## config.mk

```make
export PLATFORM = sky130hd
export DESIGN_NAME = winner_policy_param
export DESIGN_NICKNAME = d
export VERILOG_FILES = /design/src/rtl/winner_policy_pkg.sv /design/src/rtl/winner_policy_param_seq_modulo.sv /design/src/rtl/winner_policy_param.sv
export SDC_FILE = /design/constraint.sdc
export NUM_CORES = 1
export LEC_CHECK = 0
export BUFFER_PORTS_ARGS = -buffer_cell sky130_fd_sc_hd__buf_2
export CORE_ASPECT_RATIO = 0.7
export CORE_UTILIZATION = 60
export CTS_CLUSTER_SIZE = 30
export DETAILED_ROUTE_END_ITERATION = 7
export PLACE_DENSITY = 0.82
export SLEW_MARGIN = 20
export SYNTH_ARGS = -nofsm -noshare
export SYNTH_HDL_FRONTEND = slang
export SYNTH_HIERARCHICAL = 1
export SYNTH_SLANG_ARGS = --single-unit
```

## constraint.sdc

```tcl
create_clock -name clock -period 8.3 [get_ports clock]
set_input_delay 0 -clock clock [delete_from_list [all_inputs] [get_ports clock]]
set_output_delay 0 -clock clock [all_outputs]
set_load 0.005 [all_outputs]
```

## src/rtl/winner_policy_pkg.sv

```systemverilog
// Shared definitions for the epsilon-greedy next-hop selector: state codes,
// decay modes and default node-memory addresses.
package winner_policy_pkg;

    typedef enum logic [3:0] {
        ST_IDLE    = 4'd0,
        ST_DRAW    = 4'd1,
        ST_RD_CNT  = 4'd2,
        ST_REDUCE  = 4'd3,
        ST_RD_HOP  = 4'd4,
        ST_EXPLOIT = 4'd5,
        ST_FINISH  = 4'd6
    } state_t;

    localparam int NO_HOP_DEFAULT = 100;

    localparam int DECAY_NONE    = 0;
    localparam int DECAY_EXPLORE = 1;
    localparam int DECAY_ALWAYS  = 2;

    localparam logic [15:0] COUNT_ADDR_DEFAULT = 16'h068C;
    localparam logic [15:0] TABLE_BASE_DEFAULT = 16'h0668;

endpackage

```

## src/rtl/winner_policy_param_seq_modulo.sv

```systemverilog
// Restoring remainder unit: computes dividend mod divisor one bit per cycle,
// taking exactly WORD_WIDTH cycles after start before the done pulse.
module seq_modulo #(
    parameter int WORD_WIDTH = 16
) (
    input  logic                  clock,
    input  logic                  reset,
    input  logic                  start,
    input  logic [WORD_WIDTH-1:0] dividend,
    input  logic [WORD_WIDTH-1:0] divisor,
    output logic [WORD_WIDTH-1:0] remainder,
    output logic                  done
);

    localparam int CW = $clog2(WORD_WIDTH) + 1;

    logic [WORD_WIDTH-1:0] shift_q;
    logic [WORD_WIDTH-1:0] divisor_q;
    logic [WORD_WIDTH-1:0] rem_q;
    logic [CW-1:0]         cnt_q;
    logic                  running_q;
    logic [WORD_WIDTH:0]   trial;
    logic [WORD_WIDTH:0]   diff;

    assign trial     = {rem_q, shift_q[WORD_WIDTH-1]};
    assign diff      = trial - {1'b0, divisor_q};
    assign remainder = rem_q;

    // Shift the next dividend bit into the partial remainder and subtract
    // the divisor whenever it fits.
    always_ff @(posedge clock) begin
        if (reset) begin
            shift_q   <= '0;
            divisor_q <= '0;
            rem_q     <= '0;
            cnt_q     <= '0;
            running_q <= 1'b0;
            done      <= 1'b0;
        end else begin
            done <= 1'b0;
            if (start) begin
                shift_q   <= dividend;
                divisor_q <= divisor;
                rem_q     <= '0;
                cnt_q     <= CW'(WORD_WIDTH - 1);
                running_q <= 1'b1;
            end else if (running_q) begin
                if (trial >= {1'b0, divisor_q})
                    rem_q <= diff[WORD_WIDTH-1:0];
                else
                    rem_q <= trial[WORD_WIDTH-1:0];
                shift_q <= shift_q << 1;
                if (cnt_q == '0) begin
                    running_q <= 1'b0;
                    done      <= 1'b1;
                end else begin
                    cnt_q <= cnt_q - 1'b1;
                end
            end
        end
    end

endmodule

```

## src/rtl/winner_policy_param.sv

```systemverilog
// Epsilon-greedy next-hop selector: explores a random better-neighbour table
// entry or exploits the best hop under margin/tolerance tests on Q-values.
module winner_policy_param
    import winner_policy_pkg::*;
#(
    parameter int                    WORD_WIDTH    = 16,
    parameter int                    FRAC_BITS     = 4,
    parameter logic [WORD_WIDTH-1:0] COUNT_ADDR    = COUNT_ADDR_DEFAULT,
    parameter logic [WORD_WIDTH-1:0] TABLE_BASE    = TABLE_BASE_DEFAULT,
    parameter int                    ENTRY_STRIDE  = 2,
    parameter int                    MAX_NEIGHBORS = 16,
    parameter int                    MEM_LAT       = 1,
    parameter int                    TOL_SHIFT     = 10,
    parameter int                    TOL_LO        = 1023,
    parameter int                    TOL_HI        = 1025,
    parameter int                    DECAY_MODE    = DECAY_EXPLORE,
    parameter int                    EPS_MIN       = 0,
    parameter int                    NO_HOP        = NO_HOP_DEFAULT
) (
    input  logic                  clock,
    input  logic                  reset,
    input  logic                  start,
    input  logic [WORD_WIDTH-1:0] my_best,
    input  logic [WORD_WIDTH-1:0] best_hop,
    input  logic [WORD_WIDTH-1:0] best_value,
    input  logic [WORD_WIDTH-1:0] best_neighbor_id,
    input  logic [WORD_WIDTH-1:0] my_node_id,
    input  logic [WORD_WIDTH-1:0] rand_in,
    input  logic                  eps_load,
    input  logic [WORD_WIDTH-1:0] eps_init,
    input  logic [WORD_WIDTH-1:0] eps_step,
    output logic [WORD_WIDTH-1:0] mem_addr,
    output logic                  mem_rd_en,
    input  logic [WORD_WIDTH-1:0] mem_data,
    output logic [WORD_WIDTH-1:0] next_hop,
    output logic                  done,
    output logic                  busy,
    output logic                  explored,
    output logic [WORD_WIDTH-1:0] epsilon,
    output logic [3:0]            state_out
);

    // Products are kept wide enough that neither side of a margin test truncates.
    localparam int PW = 2 * WORD_WIDTH + TOL_SHIFT;
    localparam logic [2:0]            LAT_INIT = 3'(MEM_LAT - 1);
    localparam logic [WORD_WIDTH-1:0] STRIDE_W = WORD_WIDTH'(ENTRY_STRIDE);
    localparam logic [WORD_WIDTH-1:0] MAX_W    = WORD_WIDTH'(MAX_NEIGHBORS);
    localparam logic [WORD_WIDTH-1:0] NO_HOP_W = WORD_WIDTH'(NO_HOP);
    localparam logic [WORD_WIDTH-1:0] EPS_MIN_W = WORD_WIDTH'(EPS_MIN);

    state_t state, state_next;

    logic [WORD_WIDTH-1:0] s_rand;
    logic [WORD_WIDTH-1:0] s_my_best;
    logic [WORD_WIDTH-1:0] s_best_hop;
    logic [WORD_WIDTH-1:0] s_best_value;
    logic [WORD_WIDTH-1:0] s_best_id;
    logic [WORD_WIDTH-1:0] s_my_id;
    logic [WORD_WIDTH-1:0] s_eps_step;
    logic [2:0]            lat_q;

    logic                  explore_pick;
    logic [WORD_WIDTH-1:0] count_clamped;
    logic                  mod_start;
    logic                  mod_done;
    logic [WORD_WIDTH-1:0] mod_rem;
    logic [WORD_WIDTH-1:0] table_addr;

    logic [PW-1:0]         prod_l;
    logic [PW-1:0]         prod_a;
    logic [PW-1:0]         prod_b;
    logic [WORD_WIDTH-1:0] exploit_hop;

    logic [WORD_WIDTH:0]   eps_floor;
    logic [WORD_WIDTH-1:0] eps_decayed;
    logic                  decay_en;

    assign explore_pick  = (s_rand < epsilon);
    assign count_clamped = (mem_data > MAX_W) ? MAX_W : mem_data;
    assign table_addr    = TABLE_BASE + mod_rem * STRIDE_W;
    assign state_out     = state;

    assign prod_l = PW'(s_best_value) << TOL_SHIFT;
    assign prod_a = PW'(s_my_best) * PW'(TOL_LO);
    assign prod_b = PW'(s_my_best) * PW'(TOL_HI);

    always_comb begin
        exploit_hop = NO_HOP_W;
        if (prod_l < prod_a)
            exploit_hop = s_best_hop;
        else if ((prod_l < prod_b) && (s_best_id != s_my_id))
            exploit_hop = s_best_hop;
    end

    // The floor comparison runs one bit wider so eps_step + EPS_MIN never wraps.
    assign eps_floor   = {1'b0, s_eps_step} + (WORD_WIDTH+1)'(EPS_MIN);
    assign eps_decayed = ({1'b0, epsilon} >= eps_floor) ? (epsilon - s_eps_step) : EPS_MIN_W;
    assign decay_en    = (DECAY_MODE == DECAY_ALWAYS) ||
                         ((DECAY_MODE == DECAY_EXPLORE) && explored);

    seq_modulo #(
        .WORD_WIDTH (WORD_WIDTH)
    ) u_modulo (
        .clock     (clock),
        .reset     (reset),
        .start     (mod_start),
        .dividend  (rand_in),
        .divisor   (count_clamped),
        .remainder (mod_rem),
        .done      (mod_done)
    );

    always_comb begin
        state_next = state;
        mem_addr   = '0;
        mem_rd_en  = 1'b0;
        mod_start  = 1'b0;
        done       = 1'b0;
        case (state)
            ST_IDLE: begin
                if (!eps_load && start)
                    state_next = ST_DRAW;
            end
            ST_DRAW: begin
                if (explore_pick) begin
                    mem_addr   = COUNT_ADDR;
                    mem_rd_en  = 1'b1;
                    state_next = ST_RD_CNT;
                end else begin
                    state_next = ST_EXPLOIT;
                end
            end
            ST_RD_CNT: begin
                if (lat_q == '0) begin
                    if (count_clamped == '0) begin
                        state_next = ST_EXPLOIT;
                    end else begin
                        mod_start  = 1'b1;
                        state_next = ST_REDUCE;
                    end
                end
            end
            ST_REDUCE: begin
                if (mod_done) begin
                    mem_addr   = table_addr;
                    mem_rd_en  = 1'b1;
                    state_next = ST_RD_HOP;
                end
            end
            ST_RD_HOP: begin
                if (lat_q == '0)
                    state_next = ST_FINISH;
            end
            ST_EXPLOIT: state_next = ST_FINISH;
            ST_FINISH: begin
                done       = 1'b1;
                state_next = ST_IDLE;
            end
            default: state_next = ST_IDLE;
        endcase
    end

    always_ff @(posedge clock) begin
        if (reset) begin
            state        <= ST_IDLE;
            s_rand       <= '0;
            s_my_best    <= '0;
            s_best_hop   <= '0;
            s_best_value <= '0;
            s_best_id    <= '0;
            s_my_id      <= '0;
            s_eps_step   <= '0;
            lat_q        <= '0;
            next_hop     <= NO_HOP_W;
            busy         <= 1'b0;
            explored     <= 1'b0;
            epsilon      <= eps_init;
        end else begin
            state <= state_next;
            case (state)
                ST_IDLE: begin
                    if (eps_load) begin
                        epsilon <= eps_init;
                    end else if (start) begin
                        s_rand       <= rand_in;
                        s_my_best    <= my_best;
                        s_best_hop   <= best_hop;
                        s_best_value <= best_value;
                        s_best_id    <= best_neighbor_id;
                        s_my_id      <= my_node_id;
                        s_eps_step   <= eps_step;
                        busy         <= 1'b1;
                    end
                end
                ST_DRAW: lat_q <= LAT_INIT;
                ST_RD_CNT: begin
                    if (lat_q != '0)
                        lat_q <= lat_q - 1'b1;
                end
                ST_REDUCE: lat_q <= LAT_INIT;
                ST_RD_HOP: begin
                    if (lat_q != '0) begin
                        lat_q <= lat_q - 1'b1;
                    end else begin
                        next_hop <= mem_data;
                        explored <= 1'b1;
                    end
                end
                ST_EXPLOIT: begin
                    next_hop <= exploit_hop;
                    explored <= 1'b0;
                end
                ST_FINISH: begin
                    busy <= 1'b0;
                    if (decay_en)
                        epsilon <= eps_decayed;
                end
                default: ;
            endcase
        end
    end

endmodule
```

==> results of run 1 <==
## flip-flops by register name, indices dropped and copies added (netlist names)
signal              flops
u_modulo/shift_q       16
u_modulo/done           1
u_modulo/running_q      1
state_out               3
s_rand                 16
next_hop               16
s_best_value           16
s_my_id                16
explored                1
lat_q                   3
s_eps_step             16
busy                    1
u_modulo/remainder     16
epsilon                16
s_best_id              16
s_my_best              16
u_modulo/cnt_q          5
s_best_hop             16
u_modulo/divisor_q     16
## metrics by stage
stage | setup WS, ns | cell area, µm²
3_3_place_gp | 0.866 | 17000
2_1_floorplan | 1.51 | 15800
6_report | 0.452 | 19300
5_1_grt | 0.0130 | 19300
4_1_cts | 0.357 | 19300
3_5_place_dp | 0.412 | 17000
## critical path, stage by stage, from the launching register on
cell       delay (ns)
dfxtp_1          0.47
inv_1            0.17
fa_1             0.62
inv_1            0.10
fa_1             0.51
fa_1             0.52
fa_1             0.55
inv_1            0.05
fa_1             0.50
inv_1            0.04
ha_1             0.34
a2111oi_0        0.52
a211oi_1         0.10
o21a_1           0.17
nor4_1           0.39
o21ai_0          0.29
a31oi_1          0.30
nor3b_1          0.08
a311oi_1         0.28
ha_1             0.19
nand4_1          0.15
nor3_2           0.32
nand3_1          0.11
nor3_1           0.22
nand4_1          0.14
a32o_2           0.38
o2bb2ai_1        0.17
## final timing paths
| check | end | depth (start not counted) | slack, ns |
|---|---|---|---|
| worst max-delay path | next_hop[11]$_SDFFE_PP0P_ | 26 | 0.45 |
| worst min-delay path | state_out[1]$_SDFFE_PP0P_ | 5 | 0.17 |
| worst max register to register | next_hop[11]$_SDFFE_PP0P_ | 26 | 0.45 |
| worst min register to register | next_hop[5]$_SDFFE_PP1P_ | 2 | 0.45 |
## cell type report
type | count | area [µm²]
Multi-Input combinational cell | 1395 | 10300
Fill cell | 1753 | 6430
Sequential cell | 207 | 4300
Timing Repair Buffer | 372 | 2700
Inverter | 219 | 822
Clock buffer | 34 | 687
Tap cell | 331 | 414
Clock inverter | 6 | 68.8
## placed cells by master, fill, tap and decap left out, drive strengths merged, types with 11 or more instances in the layout
cell,count
a21o,39
and3,16
nand2b,15
o31ai,15
o21bai,11
o21ai,57
nor3,26
a31oi,23
dfxtp,191
nor2,121
buf,212
conb,13
a211oi,13
nand3,23
nand4,14
fa,85
edfxtp,16
a21oi,209
ha,169
o2bb2ai,13
dlygate4sd3,160
nand2,286
xor2,43
mux2i,34
inv,219
nor3b,18
clkbuf,34
xnor2,38
## logic make-up (layout without fill, tap and decap cells)
family,Yosys count,count (layout),share of synthesized area (%)
xor gates and xnor gates,81,81,4.49
muxes,36,36,2.30
buffers and inverters,300,631,7.81
adders and majority gates,254,254,24.2
other,1,13,0.0237
DFF,207,207,27.3
and+or+nand+nor,566,566,16.0
AOI/OAI and AO/OA,445,445,18.0
## what timing repair did
action                                 in CTS  in global routing
endpoints found under the hold margin     185                  0
hold buffers                              160                  0
gates resized for setup                     0                  2
setup endpoints to repair                   0                 16
setup buffers                               0                  0
## metal layers
| metal | global-route usage [%] | wire [µm] |
|---|---|---|
| met5 | 0 | 0 |
| met4 | 10.0 | 1360 |
| met3 | 5.70 | 4340 |
| met2 | 56.6 | 21300 |
| met1 | 49.2 | 20900 |
## power by group
part,switching [W],internal [W],total (W)
Combinational,0.00110,0.000754,0.00186
Sequential,0.0000764,0.00107,0.00115
Clock,0.000429,0.000602,0.00103
==> flow_metrics.tcl, run 1 <==
set metrics [dict create \
    status "complete, no violations" \
    dieArea_um2 27000 \
    setup_tns_ns 0 \
    synth_area_leader_cell "dfxtp_1" \
    syn2layout_area_growth_pct 22.3 \
    drc 0 \
    synthCells 1890 \
    io-pin-count 204 \
    synth_edf_count 16 \
    synth_top_area_share_pct 24.2 \
    instances_no_fill 2564 \
    root_buffer "clkbuf_16" \
    cts_made_buffers 22 \
    ant_nets 0 \
    hold_class "in -> reg" \
    grt_pass1_vias 14300 \
    min-delay-start "start" \
    num_antenna_cells 0 \
    finClkSkew_ns 0.0224 \
    syn_avg_cell_area_um2 8.36 \
    clk_path_buf_depth 3 \
    ys_types 86 \
    path_clk_slew_ns 0.07 \
    post-route-util_pct 75.0 \
    htreeDepth 1 \
    cp.arrival_ns 8.23 \
    core_um2 25700 \
    yosysSeqAreaShare_pct 27.3 \
    powerDensity_nw_per_um2 209 \
    p_leak_nw 9.06 \
    die_h_um 138 \
    crit_type "reg -> reg" \
    start_util_pct 61.3 \
    place_inst 2364 \
    fp-row-count 49 \
    clkSinkCount 207 \
    place_hpwl_mm 32.4 \
    dr.pass1.iters 6 \
    yosysMostFrequentCell "nand2_1" \
    grt_pass1_wl_mm 75.1 \
    synth_warnings 6 \
    relSlewSlack_pct 26.1 \
    vias 15000 \
    synth_seq_cells 207 \
    cp-start-kind "flip-flop" \
    drt_iter0_drc 1358 \
    wl_per_cell_um 18.7 \
    critPathCaptureType "flip-flop" \
    viasPerCell 5.84 \
    grt_overflow 0 \
    layout-drive-gt1-share_pct 13.0 \
    gp_congestion 0.977 \
    cp_max_fo 16 \
    async_reset_ff_share_pct 0 \
    r2r-start "s_my_best[5]$_SDFFE_PP0P_" \
    holdWs_ns 0.170 \
    grt_usage_pct 35.2 \
    rsz0062_at_grt "no" \
    ys_top_cells_by_area "dfxtp_1 (24%), ha_1 (13%), fa_1 (11%)" \
    fin_crit_sh_pct 94.6 \
    grt_max_degree 100 \
    total_power_w 0.00404 \
    worstPathRequired_ns 8.68 \
    antenna_found_initial 0 \
    finalHoldViolations 0 \
    fmax_mhz 127 \
    routed_wl_mm 47.9 \
    worstSetupStartpoint "s_my_best[5]$_SDFFE_PP0P_" \
    synthTopCellsByCount "nand2_1 (286), inv_1 (219), a21oi_1 (208)" \
    die_x_um 196 \
    clock_latency_ns 0.53 \
    cts_tree "yes" \
    synth_ff_type "dfxtp_1" \
    finalMaxSlewViolations 0 \
    finalSetupViolCount 0 \
    layout.nets 2619 \
    fin_crit_ns 7.85 \
    synth_area_um2 15800 \
    tightest_slew_ns 1.11 \
    ir_worst_vdd_mv 0.186 \
    io_buffers 201 \
    drv_cap 0 \
]
Power figures use the tool's default switching activity.
==> inputs of run 2 (changes only) <==
- ABC_AREA: default -> 1
- REMOVE_ABC_BUFFERS: default -> 1
==> flow_metrics.tcl, run 2 <==
set metrics [dict create \
    status "finished, violations left" \
    violations "DRC" \
    cts_made_buffers 23 \
    gp_congestion 0.969 \
    cts_resized 0 \
    layout.nets 2870 \
    critPathCaptureType "flip-flop" \
    drc 9 \
    synth_area_um2 16100 \
    synth_warnings 6 \
    worstPathRequired_ns 8.76 \
    yosysSeqAreaShare_pct 26.8 \
    fin_crit_ns 6.75 \
    grt_overflow 0 \
    drv_cap 0 \
    drt_iter0_drc 1423 \
    relSlewSlack_pct 28.2 \
    layout_commonest_cell "inv_1" \
    finalSetupViolCount 0 \
    setup_tns_ns 0 \
    fillCellCount 1898 \
    async_reset_ff_share_pct 0 \
    finalHoldViolations 0 \
    cp-start-kind "flip-flop" \
    grt_pass1_vias 15600 \
    cp.arrival_ns 7.21 \
    grt_max_degree 106 \
    fp-row-count 49 \
    syn2layout_area_growth_pct 21.8 \
    die_x_um 198 \
    clkSinkCount 207 \
    dr.pass1.iters 8 \
    core_um2 26000 \
    clock_latency_ns 0.55 \
    rsz0062_at_grt "no" \
    htreeDepth 1 \
    yosysMostFrequentCell "inv_1" \
    synth_area_leader_cell "dfxtp_1" \
    wl_per_cell_um 18.1 \
    synth_top_area_share_pct 23.8 \
    multi_input_area_um2 10100 \
    io_buffers 201 \
    cts_tree "yes" \
    finClkSkew_ns 0.0133 \
    crit_type "reg -> reg" \
    syn_avg_cell_area_um2 7.48 \
    hold_class "in -> reg" \
    fin_crit_sh_pct 81.3 \
    tightest_slew_ns 1.08 \
    path_clk_slew_ns 0.06 \
    viasPerCell 5.74 \
    antenna_found_initial 2 \
    io-pin-count 204 \
    register_area_um2 4300 \
    synthCells 2151 \
    grt_pass1_wl_mm 82.0 \
    root_buffer "clkbuf_16" \
    synth_ff_type "dfxtp_1" \
    finalMaxSlewViolations 0 \
    ys_top_cells_by_area "dfxtp_1 (24%), ha_1 (13%), fa_1 (11%)" \
    cts_hold_buf 145 \
    ys_types 52 \
    final_cell_mix "inv_1 (344), nand2_1 (306), nor2_1 (249)" \
    place_hpwl_mm 34.5 \
    fmax_mhz 148 \
    start_util_pct 61.9 \
    die_h_um 139 \
    routed_wl_mm 51.6 \
    synth_seq_cells 207 \
    synthTopCellsByCount "inv_1 (344), nand2_1 (306), nor2_1 (249)" \
    synth_edf_count 16 \
    vias 16300 \
    postCtsSetupBuffers 0 \
    dieArea_um2 27500 \
    layout-drive-gt1-share_pct 12.2 \
    clk_path_buf_depth 3 \
    ant_nets 0 \
    cp_max_fo 16 \
    grt_usage_pct 37.5 \
]
-- run 2: cell count changes after synthesis, moves of 20 or more --
cell	delta
a21o_1	-36
inv_1	+125
mux2i_1	-34
nand2_1	+20
nand3_1	+45
nor2_1	+130
o21ai_0	+139
o21ai_1	+21
-- run 2: area by class of cell --
class                           instances  share of cell area, %
Multi-Input combinational cell       1530                   51.8
Timing Repair Buffer                  353                   12.8
Antenna cell                            2                 0.0255
Inverter                              353                   6.79
Clock inverter                          9                  0.753
Tap cell                              357                   2.28
Sequential cell                       207                   22.0
Clock buffer                           33                   3.59
-- run 2: stage by stage --
stage | hold WS (ns) | worst slack, ns | instances | instance area, µm² | utilization (%)
floorplan | 0.0624 | 2.49 | 2090 | 15800 | -
CTS | 0.000351 | 1.68 | 2842 | 19600 | 75.4
global route | 0.0539 | 1.09 | 2844 | 19600 | 75.4
finish | 0.0262 | 1.55 | 2844 | 19600 | 75.4
detailed placement | 0.226 | 1.69 | 2655 | 17300 | 66.5
global placement | 0.221 | 1.76 | 2655 | 17300 | 66.5
-- run 2: path summary, 6_finish.rpt --
path,start,endpoint,slack [ns],cells after the start
max,s_my_best[13]$_SDFFE_PP0P_,next_hop[11]$_SDFFE_PP0P_,1.55,27
min reg2reg,lat_q[2]$_SDFFE_PP0P_,lat_q[2]$_SDFFE_PP0P_,0.46,1
min,eps_load,state_out[1]$_SDFFE_PP0P_,0.03,5
max reg2reg,s_my_best[13]$_SDFFE_PP0P_,next_hop[11]$_SDFFE_PP0P_,1.55,27
-- run 2: logic make-up after synthesis --
| logic type | after synthesis | synth area share [%] |
|---|---|---|
| and+or+nand+nor | 730 | 19.8 |
| buffers and inverters | 426 | 10.5 |
| xor gates and xnor gates | 63 | 3.43 |
| other | 1 | 0.0233 |
| adders and majority gates | 254 | 23.7 |
| AOI/OAI and AO/OA | 470 | 15.8 |
| DFF | 207 | 26.8 |
-- run 2: routing by layer --
metal	track usage (%)	up-vias	part of all wire, %
met5	0	-	0
met4	12.0	0	3.6
met3	6.81	180	10
met2	56.4	980	43
met1	54.2	7589	44
li1	-	7586	-
-- run 2: worst max-delay path: stages, from the launching register on --
cell and delay (ns):
dfxtp_1 0.60, inv_1 0.27, fa_1 0.65, inv_1 0.09
fa_1 0.56, fa_1 0.44, fa_1 0.54, inv_1 0.06
fa_1 0.50, inv_1 0.04, ha_1 0.34, nand2_1 0.11
nor2_1 0.16, inv_1 0.10, nor3_1 0.31, nand3_1 0.16
nand3_1 0.18, nand2_1 0.07, nand2_1 0.07, xor2_1 0.16
ha_1 0.27, a21oi_1 0.13, o21ai_0 0.09, a41oi_1 0.16
nand2_1 0.11, nand2_4 0.19, nand2_1 0.13, a21oi_2 0.17
Power of run 2 is not shown: default switching activity piles up to over one toggle a cycle in this logic, so the estimate is an artifact.
